### config.mk
export PLATFORM = sky130hd
export DESIGN_NAME = mul_unit_seq
export DESIGN_NICKNAME = d
export VERILOG_FILES = /design/src/rtl/mul_unit_seq.sv
export SDC_FILE = /design/constraint.sdc
export NUM_CORES = 1
export LEC_CHECK = 0
export CORE_ASPECT_RATIO = 1.5
export CORE_UTILIZATION = 60
export DETAILED_ROUTE_END_ITERATION = 16
export PLACE_DENSITY_LB_ADDON = 0.08
export SYNTH_ARGS = -nofsm -noshare
export SYNTH_HDL_FRONTEND = slang
export SYNTH_SLANG_ARGS = --single-unit
### constraint.sdc
create_clock -name clk -period 9.5 [get_ports clk]
set_input_delay 0.95 -clock clk [delete_from_list [all_inputs] [get_ports clk]]
set_output_delay 0.95 -clock clk [all_outputs]
set_load 0.01 [all_outputs]
### src/rtl/mul_unit_seq.sv
// mul_unit_seq
// Multi-cycle WIDTH x WIDTH -> 2*WIDTH integer multiplier for the execute
// stage. It runs beside the ALU and hands {result_hi, result_lo} back as
// RdHi/RdLo. A valid/ready handshake on both sides lets the control unit
// stall while the multiply is in progress.
//
// Ports
//   clk        rising-edge clock
//   reset      asynchronous, active-low reset
//   in_valid   operands/op valid
//   in_ready   unit can accept (high only while idle)
//   op         000 MUL, 001 UMULL, 010 SMULL, 100 UMLAL, 101 SMLAL, others MUL
//   a, b       operands (two's complement for signed ops)
//   acc        {hi,lo} accumulator for the *MLAL ops
//   out_valid  result valid, held until accepted
//   out_ready  consumer accepts result
//   result_lo  low half of result
//   result_hi  high half of result (0 for MUL)
//   flags      {N,Z,C,V}; C and V are always 0
//
// Build option
//   MUL_ACCUMULATE_EN  when defined, ops 100/101 add acc to the product.
//                      When undefined they behave as UMULL/SMULL and acc
//                      is ignored. The acc port exists in both builds.
module mul_unit_seq #(
  parameter int WIDTH          = 32,
  parameter int BITS_PER_CYCLE = 1
) (
  input  logic               clk,
  input  logic               reset,
  input  logic               in_valid,
  output logic               in_ready,
  input  logic [2:0]         op,
  input  logic [WIDTH-1:0]   a,
  input  logic [WIDTH-1:0]   b,
  input  logic [2*WIDTH-1:0] acc,
  output logic               out_valid,
  input  logic               out_ready,
  output logic [WIDTH-1:0]   result_lo,
  output logic [WIDTH-1:0]   result_hi,
  output logic [3:0]         flags
);

  localparam int N  = WIDTH / BITS_PER_CYCLE;
  localparam int CW = $clog2(N + 1);

  typedef enum logic [1:0] {IDLE, CALC, FINAL, DONE} state_t;

  state_t state, state_nxt;

  logic               op_is_long;
  logic               op_is_signed;
  logic               op_is_acc;
  logic [WIDTH-1:0]   a_mag_in;
  logic [WIDTH-1:0]   b_mag_in;

  logic [2*WIDTH-1:0] a_sh;
  logic [WIDTH-1:0]   b_sh;
  logic [2*WIDTH-1:0] prod;
  logic [2*WIDTH-1:0] prod_step;
  logic [2*WIDTH-1:0] prod_signed;
  logic [2*WIDTH-1:0] final_val;
  logic [CW-1:0]      cnt;
  logic               neg_q;
  logic               long_q;

`ifdef MUL_ACCUMULATE_EN
  logic [2*WIDTH-1:0] acc_q;
  logic               acc_en_q;
`else
  logic               unused_acc;
  assign unused_acc = ^acc;
`endif

  // Decode the incoming op. Unlisted encodings fall back to plain MUL.
  // The accumulate ops collapse to their non-accumulating long forms when
  // the accumulate build option is off.
  always_comb begin
    op_is_long   = (op == 3'b001) || (op == 3'b010) ||
                   (op == 3'b100) || (op == 3'b101);
    op_is_signed = (op == 3'b010) || (op == 3'b101);
`ifdef MUL_ACCUMULATE_EN
    op_is_acc    = (op == 3'b100) || (op == 3'b101);
`else
    op_is_acc    = 1'b0;
`endif
  end

  // Shift-add runs on magnitudes. Negating the most-negative value gives
  // the same bit pattern, and that pattern read as unsigned is exactly
  // 2^(WIDTH-1). So no extra bit is needed.
  always_comb begin
    a_mag_in = (op_is_signed && a[WIDTH-1]) ? -a : a;
    b_mag_in = (op_is_signed && b[WIDTH-1]) ? -b : b;
  end

  // One CALC step retires BITS_PER_CYCLE multiplier bits. The multiplicand
  // is pre-shifted, so bit i of b_sh adds a_sh << i.
  always_comb begin
    prod_step = prod;
    for (int i = 0; i < BITS_PER_CYCLE; i++) begin
      if (b_sh[i]) begin
        prod_step = prod_step + (a_sh << i);
      end
    end
  end

  // Final result: apply the sign fix first, then add the accumulator.
  // The sum wraps modulo 2^(2*WIDTH).
  always_comb begin
    prod_signed = neg_q ? -prod : prod;
`ifdef MUL_ACCUMULATE_EN
    final_val   = prod_signed + (acc_en_q ? acc_q : '0);
`else
    final_val   = prod_signed;
`endif
  end

  // State register.
  always_ff @(posedge clk or negedge reset) begin
    if (!reset) begin
      state <= IDLE;
    end else begin
      state <= state_nxt;
    end
  end

  // Next state and handshake outputs. in_valid is only looked at in IDLE,
  // so requests made while busy or while holding a result are dropped.
  always_comb begin
    state_nxt = state;
    in_ready  = 1'b0;
    out_valid = 1'b0;
    case (state)
      IDLE: begin
        in_ready = 1'b1;
        if (in_valid) state_nxt = CALC;
      end
      CALC: begin
        if (cnt == '0) state_nxt = FINAL;
      end
      FINAL: begin
        state_nxt = DONE;
      end
      DONE: begin
        out_valid = 1'b1;
        if (out_ready) state_nxt = IDLE;
      end
      default: state_nxt = IDLE;
    endcase
  end

  // Datapath. Operands are latched on accept and the product builds up
  // during CALC. The visible result and flags change only in FINAL, so they
  // stay stable through DONE for as long as the consumer stalls.
  always_ff @(posedge clk or negedge reset) begin
    if (!reset) begin
      a_sh      <= '0;
      b_sh      <= '0;
      prod      <= '0;
      cnt       <= '0;
      neg_q     <= 1'b0;
      long_q    <= 1'b0;
      result_lo <= '0;
      result_hi <= '0;
      flags     <= '0;
`ifdef MUL_ACCUMULATE_EN
      acc_q     <= '0;
      acc_en_q  <= 1'b0;
`endif
    end else begin
      case (state)
        IDLE: begin
          if (in_valid) begin
            a_sh     <= {{WIDTH{1'b0}}, a_mag_in};
            b_sh     <= b_mag_in;
            prod     <= '0;
            cnt      <= CW'(N - 1);
            neg_q    <= op_is_signed && (a[WIDTH-1] ^ b[WIDTH-1]);
            long_q   <= op_is_long;
`ifdef MUL_ACCUMULATE_EN
            acc_q    <= acc;
            acc_en_q <= op_is_acc;
`endif
          end
        end
        CALC: begin
          prod <= prod_step;
          a_sh <= a_sh << BITS_PER_CYCLE;
          b_sh <= b_sh >> BITS_PER_CYCLE;
          cnt  <= cnt - CW'(1);
        end
        FINAL: begin
          result_lo <= final_val[WIDTH-1:0];
          result_hi <= long_q ? final_val[2*WIDTH-1:WIDTH] : '0;
          if (long_q) begin
            flags <= {final_val[2*WIDTH-1], (final_val == '0), 2'b00};
          end else begin
            flags <= {final_val[WIDTH-1], (final_val[WIDTH-1:0] == '0), 2'b00};
          end
        end
        default: ;
      endcase
    end
  end

endmodule
==> results.md, run 1 <==
* Outcome: finished clean
* Most common cell in the synthesized netlist: dfrtp_1
* Yosys top cell area share at 0.3686
* Worst path cell trace: ha_1 > inv_1 > fa_1 > nor2b_1 > o31ai_1 > a211o_1 > a31o_2 > o21ai_0 > a21oi_1 > o21ai_0 > a21oi_1 > a21oi_1 > xnor2_1 > o21ai_0
* Layout cell share with drive strength beyond 1 at 0.04154
* GR Util All Layers at 0.3213
* Rel. slew slack at 0.2868
* CTS root buffer: clkbuf_16
* Clock Skew at 0.01820 ns
* Die W at 135.4 µm
* DR WL/cell at 18.78 µm
* Residual DRC count at 0
* Largest net degree at the start of global routing at 122
* Ports at 205
* Setup crit start kind: flip-flop
* Setup violations, final at 0
* Hold_buf cts at 0
* Post-DR vias/cell at 6.244
* HP Class: in2async
* Nets@finish at 2164
* Final wirelength at 43320 µm
* Critical path arrival at 5.01 ns
* Clock tree from TritonCTS: yes
* Crit-path max FO at 6
* Final Cycle Share at 0.4859
* Via count at 14410
* PnR Total Power at 5.663 mW
* Max-cap violations at 0
* GRT met2 Usage at 0.5753
* Post-DRT Antenna Nets at 0
* Hpwl dp at 32240 µm
* Asr flop ratio synth at 1.000
* Final Util at 0.7047
* Worst IR drop on VDD at 0.0002896 V
* Gate Count Post-Synth at 1908
* Adder-cell share of the synthesized area at 0.05747
* Most frequent cells after synthesis: 236 x dfrtp_1, 223 x nand2_1, 195 x o21ai_0, 188 x a21oi_1, 157 x nor2_1
* CTS buffer count at 25
* Mux cell area share after synthesis at 0.005935
* DR iter-0 viols at 675
* Worst setup EP type: flip-flop
* Post-CTS sizing at 0
* DP Cell Count at 2262
* Starting Density at 0.6154
* Worst slew pin tran at 1.070 ns
* Routing usage on met1 at 0.3646
* XOR/XNOR share of the synthesized area at 0.09566
* Setup tns final at 0 ns
* Worst path required time at 9.90 ns
* Level count of the clock H-tree at 1
* Worst setup path start: prod[0]$_DFFE_PN0P_
* Largest cells by area after synthesis: dfrtp_1 37%, o21ai_0 6.1%, a21oi_1 5.9%, xor2_1 5.7%, ha_1 5.6%
* Reg-to-Reg Start: prod[0]$_DFFE_PN0P_
* Post-CTS Setup Bufs at 0
* Biggest area consumer among synthesized cells: dfrtp_1
* Unique masters post-synth at 73
* Avg Cell Area, Syn at 8.398 µm²
* Number of antenna violations at the first check in global routing at 0
* Vert. Die Dim at 202.1 µm
* Simple-gate share of the synthesized area at 0.1658
* GR Util met3 at 0.03160
* Routability cong. at 0.9313
* Remaining global-route overflow at 0
* DP Worst Slack at 5.053 ns
* First-pass GRT wire length at 69910 µm
* Later-pin clock latency in the skew report at 0.55 ns
* Tmin final at 4.616 ns
* Crit Path Category: reg2reg
* Die area at 27380 µm²
* CORE AREA at 26040 µm²
* Cell Area, Synth at 16020 µm²
* Non-Filler Instances at 2307
* Sequential area share after synthesis at 0.3686
* I/O Buffers at 138
* Vias in the first global route at 13760
* YS warnings at 0
* P_leak at 7.976 nW
* CTS clk-pin slew, worst paths at 0.06 ns
* Slowest stage cell on the critical path: o21ai_0
* Final worst slack at 4.884 ns
* EDFF count, synth at 0
* CP max stage delay at 0.61 ns
* Area Overhead vs Synth at 14.50%
* Clock buffer depth at 3
* Largest family of logic cells by synthesized area: compound AO/OA/AOI/OAI gates
* Final hold vios at 0
* Clock Sink Count at 236
* Pwr/cell area at 308.7 nW/µm²
* FILL cells at 2133
* RSZ-0062 raised after global routing: false
* First-pass detailed-route iteration total at 5
* Final Max Slew Viols at 0
* Compound-gate portion of the synthesized area at 0.2650
* Main synth FF type: dfrtp_1
* #FFs+latches synth at 236
* ANT cells at 0
* Busiest grt layer: met2
* Max Fclk at 0.2166 GHz
* Cell Rows at 72
==> cell type report <==
type	count	area, µm²	share of cell area
well taps	333	416.7	0.02271
clock inverters	13	206.4	0.01125
flip-flops and latches	236	5907	0.3220
repair buffers	148	1461	0.07966
clock buffers	32	711.9	0.03881
inverters	40	150.1	0.008184
multi-input cells	1505	9493	0.5174
==> report_power, final <==
group | leakage (nW) | total (mW) | switching (mW) | internal (mW)
combinational | 4.47 | 2.78 | 1.69 | 1.09
clock | 0.448 | 1.09 | 0.423 | 0.666
sequential | 3.06 | 1.80 | 0.463 | 1.33
total | 7.98 | 5.66 | 2.58 | 3.09
==> final timing paths <==
kind / to / slack [ns] / cells past startpoint
max: prod[60]$_DFFE_PN0P_ / 4.88 / 14
min: result_hi[23]$_DFFE_PN0P_ / 0.43 / 1
max reg2reg: prod[60]$_DFFE_PN0P_ / 4.88 / 14
min reg2reg: b_sh[19]$_DFFE_PN0P_ / 0.48 / 2
max in group asynchronous: neg_q$_DFFE_PN0P_ / 6.88 / 3
min in group clk: b_sh[19]$_DFFE_PN0P_ / 0.48 / 2
==> flip-flops by register name (all words and copies together) (netlist names) <==
name       flops
cnt            6
neg_q          1
result_lo     32
long_q         1
prod          64
flags          2
result_hi     32
a_sh          64
b_sh          32
state          2
==> placed cells by master, fill, tap and decap left out, types with 6 or more instances in the layout <==
master / synthesis / routed
clkdlybuf4s50_1: 0 / 137
nor2b_1: 9 / 9
clkbuf_8: 0 / 6
a21oi_1: 188 / 187
o41ai_1: 13 / 13
o21bai_1: 8 / 8
o31ai_1: 43 / 43
a32o_1: 9 / 9
nand4_1: 27 / 27
and3_1: 10 / 10
inv_1: 39 / 39
xor2_1: 104 / 104
nand2_1: 223 / 223
a22o_1: 48 / 48
clkbuf_16: 0 / 25
nand3_1: 23 / 23
dfrtp_1: 236 / 235
o21a_1: 11 / 10
a31oi_1: 17 / 17
xnor2_1: 71 / 71
nor4_1: 23 / 23
or4_1: 9 / 9
or3_1: 26 / 26
o21ai_0: 195 / 195
o2bb2ai_1: 20 / 20
a21o_1: 56 / 56
buf_4: 2 / 10
ha_1: 72 / 70
nor3_1: 31 / 31
nand2b_1: 10 / 10
nor2_1: 157 / 157
nor3b_1: 8 / 8
==> cell families (layout without fill, tap and decap cells) <==
group | count (synthesis) | count (layout)
AOI/OAI and AO/OA | 669 | 669
and+or+nand+nor | 577 | 577
DFF | 236 | 236
xor gates and xnor gates | 175 | 175
buffers and inverters | 168 | 233
adders and majority gates | 73 | 73
muxes | 9 | 9
other | 1 | 2
==> through the flow <==
stage / cell area (µm²) / hold slack, ns
after floorplan: 16030 / 0.4500
after global placement: 17430 / 0.4624
after detailed placement: 17430 / 0.4702
after CTS: 18350 / 0.4847
after global routing: 18350 / 0.5011
final: 18350 / 0.4268
==> worst max-delay path: cells and delay by family (launching register included) <==
kind,cells,cell delay [ns]
compound gates,9,2.81
xor+xnor,1,0.15
fa+ha+maj,2,0.65
buf+inv,1,0.07
flops,1,0.55
simple gates,1,0.23
==> routing by layer <==
metal	part of all wire	wire length, µm
met1	0.39	16780
met2	0.51	22230
met3	0.038	1645
met4	0.061	2658
met5	0	0
No activity file was read; power rests on OpenSTA's default activity.
==> run 2: changes to the inputs <==
CORE_UTILIZATION = 51   (was 60)
clock period = 3.7 ns   (was 9.5 ns; I/O delays follow)
==> run 2 against run 1 <==
  * Flip-flop and latch count unchanged
  * Power increased to 2.7 times the previous value
  * First-iteration DRC count increased by 3.4%
  * Sequential share of layout area decreased by 1.7 points
  * Setup slack got worse by 4.7 ns
  * Highest routed layer unchanged
==> results.md, run 2 (synthesis results as in run 1) <==
* Outcome: finished clean
* DP Cell Count at 2445 (+8.1%)
* Worst path required time at 4.17 ns (-5.73 ns)
* Max-cap violations at 0 (unchanged)
* Largest net degree at the start of global routing at 103 (-16%)
* Worst slew pin tran at 0.9099 ns (-0.1598 ns)
* GRT met2 Usage at 0.5731 (-0.002131)
* Crit Path Category: reg2reg
* Final wirelength at 47570 µm (+9.8%)
* Area Overhead vs Synth at 20.72%
* Crit-path max FO at 11 (+5)
* Setup violations, final at 0 (unchanged)
* Pwr/cell area at 786.7 nW/µm² (+150%)
* Slowest stage cell on the critical path: or4_1
* Post-DR vias/cell at 5.908 (-5.4%)
* Most common cell after layout, fill and taps aside: dfrtp_1
* Vert. Die Dim at 219.1 µm (+8.4%)
* CORE AREA at 30940 µm² (+19%)
* Worst setup EP type: flip-flop
* Final Max Slew Viols at 0 (unchanged)
* Most frequent cells in the layout: 235 x dfrtp_1, 223 x nand2_1, 194 x o21ai_0
* CTS buffer count at 25 (unchanged)
* Post-DRT Antenna Nets at 0 (unchanged)
* PnR Total Power at 15.22 mW (+170%)
* Worst path bufs/invs at 1 (unchanged)
* Worst path cell trace: buf_4 > or4_1 > nor3_2 > nand2_1 > or4_1 > a311oi_1 > a21o_1 > a32oi_1 > nor4_1 > nand3_1 > o2bb2ai_1
* Die W at 146.7 µm (+8.3%)
* Remaining global-route overflow at 0 (unchanged)
* Critical path arrival at 4.01 ns (-1.00 ns)
* FILL cells at 2750 (+29%)
* Layout cell share with drive strength beyond 1 at 0.09588 (+0.05434)
* Residual DRC count at 0 (unchanged)
* Tmin final at 3.539 ns (-1.077 ns)
* GR Util met3 at 0.02578 (-0.005823)
* DR WL/cell at 19.10 µm (+1.7%)
* Clock Skew at 0.01764 ns (-0.0005610 ns)
* Clock Sink Count at 236 (unchanged)
* Hpwl dp at 36430 µm (+13%)
* Via count at 14720 (+2.2%)
* Non-Filler Instances at 2491 (+8.0%)
* Die area at 32150 µm² (+17%)
* Final Cycle Share at 0.9564 (+0.4706)
* First-pass detailed-route iteration total at 4 (-1)
* Clock tree from TritonCTS: yes
* CTS root buffer: clkbuf_16
* CTS clk-pin slew, worst paths at 0.06 ns (about the same)
* Ports at 205 (unchanged)
* Largest registers: a_sh (64), prod (64)
* Cell Rows at 79 (+9.7%)
* Routing usage on met1 at 0.3250 (-0.03957)
* P_leak at 8.534 nW (+7.0%)
* First-pass GRT wire length at 76050 µm (+8.8%)
* Starting Density at 0.5179 (-0.09754)
* Clock buffer depth at 3 (unchanged)
* Worst IR drop on VDD at 0.0005455 V (+88%)
* ANT cells at 0 (unchanged)
* Max Fclk at 0.2826 GHz (+30%)
* GR Util All Layers at 0.2985 (-0.02274)
* Number of antenna violations at the first check in global routing at 0 (unchanged)
* Flop2flop setup slack at 0.16 ns (-4.72 ns)
* Final hold vios at 0 (unchanged)
* I/O Buffers at 138 (unchanged)
* Routability cong. at 0.9841 (+5.7%)
* Worst-case reg-to-reg path depth at 11 (-3)
* Busiest grt layer: met2
* Vias in the first global route at 14410 (+4.7%)
* Reg-to-Reg End: flags[2]$_DFFE_PN0P_
* Level count of the clock H-tree at 1 (unchanged)
* Top Family by Delay on Critical Path: simple AND/OR/NAND/NOR gates
* CP max stage delay at 0.56 ns (-0.05 ns)
* Later-pin clock latency in the skew report at 0.55 ns (about the same)
* Rel. slew slack at 0.3934 (+0.1065)
* Most used cell along the critical path: or4_1
* Nets@finish at 2278 (+5.3%)
* DR iter-0 viols at 698 (+3.4%)
* HP Class: in2async
* Setup crit start kind: flip-flop
* Reg-to-Reg Start: prod[8]$_DFFE_PN0P_
==> run 2: worst reg2reg max path: cells and delay by family, from the launching register on <==
family / cells / cell delay (ns)
AO/OA/AOI/OAI: 4 / 0.75
AND/OR/NAND/NOR: 6 / 2.16
flip-flops: 1 / 0.38
buffers and inverters: 1 / 0.17
==> run 2: how the worst max path moves through the flow <==
stage	from	to	cells after the start
floorplan	prod[0]$_DFFE_PN0P_	prod[58]$_DFFE_PN0P_	14
global route	a_sh[0]$_DFFE_PN0P_	prod[62]$_DFFE_PN0P_	15
finish	prod[8]$_DFFE_PN0P_	flags[2]$_DFFE_PN0P_	11
global placement	a_sh[0]$_DFFE_PN0P_	prod[62]$_DFFE_PN0P_	15
detailed placement	a_sh[0]$_DFFE_PN0P_	prod[62]$_DFFE_PN0P_	15
CTS	a_sh[0]$_DFFE_PN0P_	prod[62]$_DFFE_PN0P_	15
==> run 2: report_power, final <==
group | internal, mW | total, mW | switching, mW | leakage, nW
sequential | 3.43 | 4.26 | 0.834 | 3.06
clock | 1.51 | 2.57 | 1.06 | 0.408
combinational | 3.37 | 8.39 | 5.01 | 5.07
total | 8.31 | 15.2 | 6.90 | 8.53
==> run 2: final cells by class <==
| class | count | area [µm²] | area share |
|---|---|---|---|
| Clock inverter | 7 | 91.34 | 0.004722 |
| Timing Repair Buffer | 262 | 2395 | 0.1238 |
| Clock buffer | 36 | 737.0 | 0.03810 |
| Multi-Input combinational cell | 1505 | 9555 | 0.4940 |
| Tap cell | 405 | 506.7 | 0.02620 |
| Sequential cell | 236 | 5907 | 0.3054 |
| Inverter | 40 | 150.1 | 0.007762 |
==> run 2: what timing repair did <==
item	CTS	global route
pin swaps	0	6
endpoints found under the setup margin	1	10
buffers inserted	0	2
resized for setup	1	12
hold endpoints to repair	97	0
hold buffers	1	0
==> run 2: per-stage QoR <==
step	area (µm²)	setup slack (ns)	utilization	TNS, ns	hold WS [ns]
3_5_place_dp	18430	-0.01077	0.5956	-0.01077	0.4661
5_1_grt	19340	-0.02505	0.6252	-0.02505	0.4962
6_report	19340	0.1612	0.6252	0	0.4120
2_1_floorplan	16030	0.3897	-	0	0.07441
4_1_cts	19270	0.06650	0.6229	0	0.4849
3_3_place_gp	18430	0.05607	0.5956	0	0.4616
==> run 2: routing by layer <==
layer	vias up	part of all wire
met1	7096	0.38
met2	297	0.54
met3	104	0.028
met4	0	0.048
met5	-	0
li1	7220	-
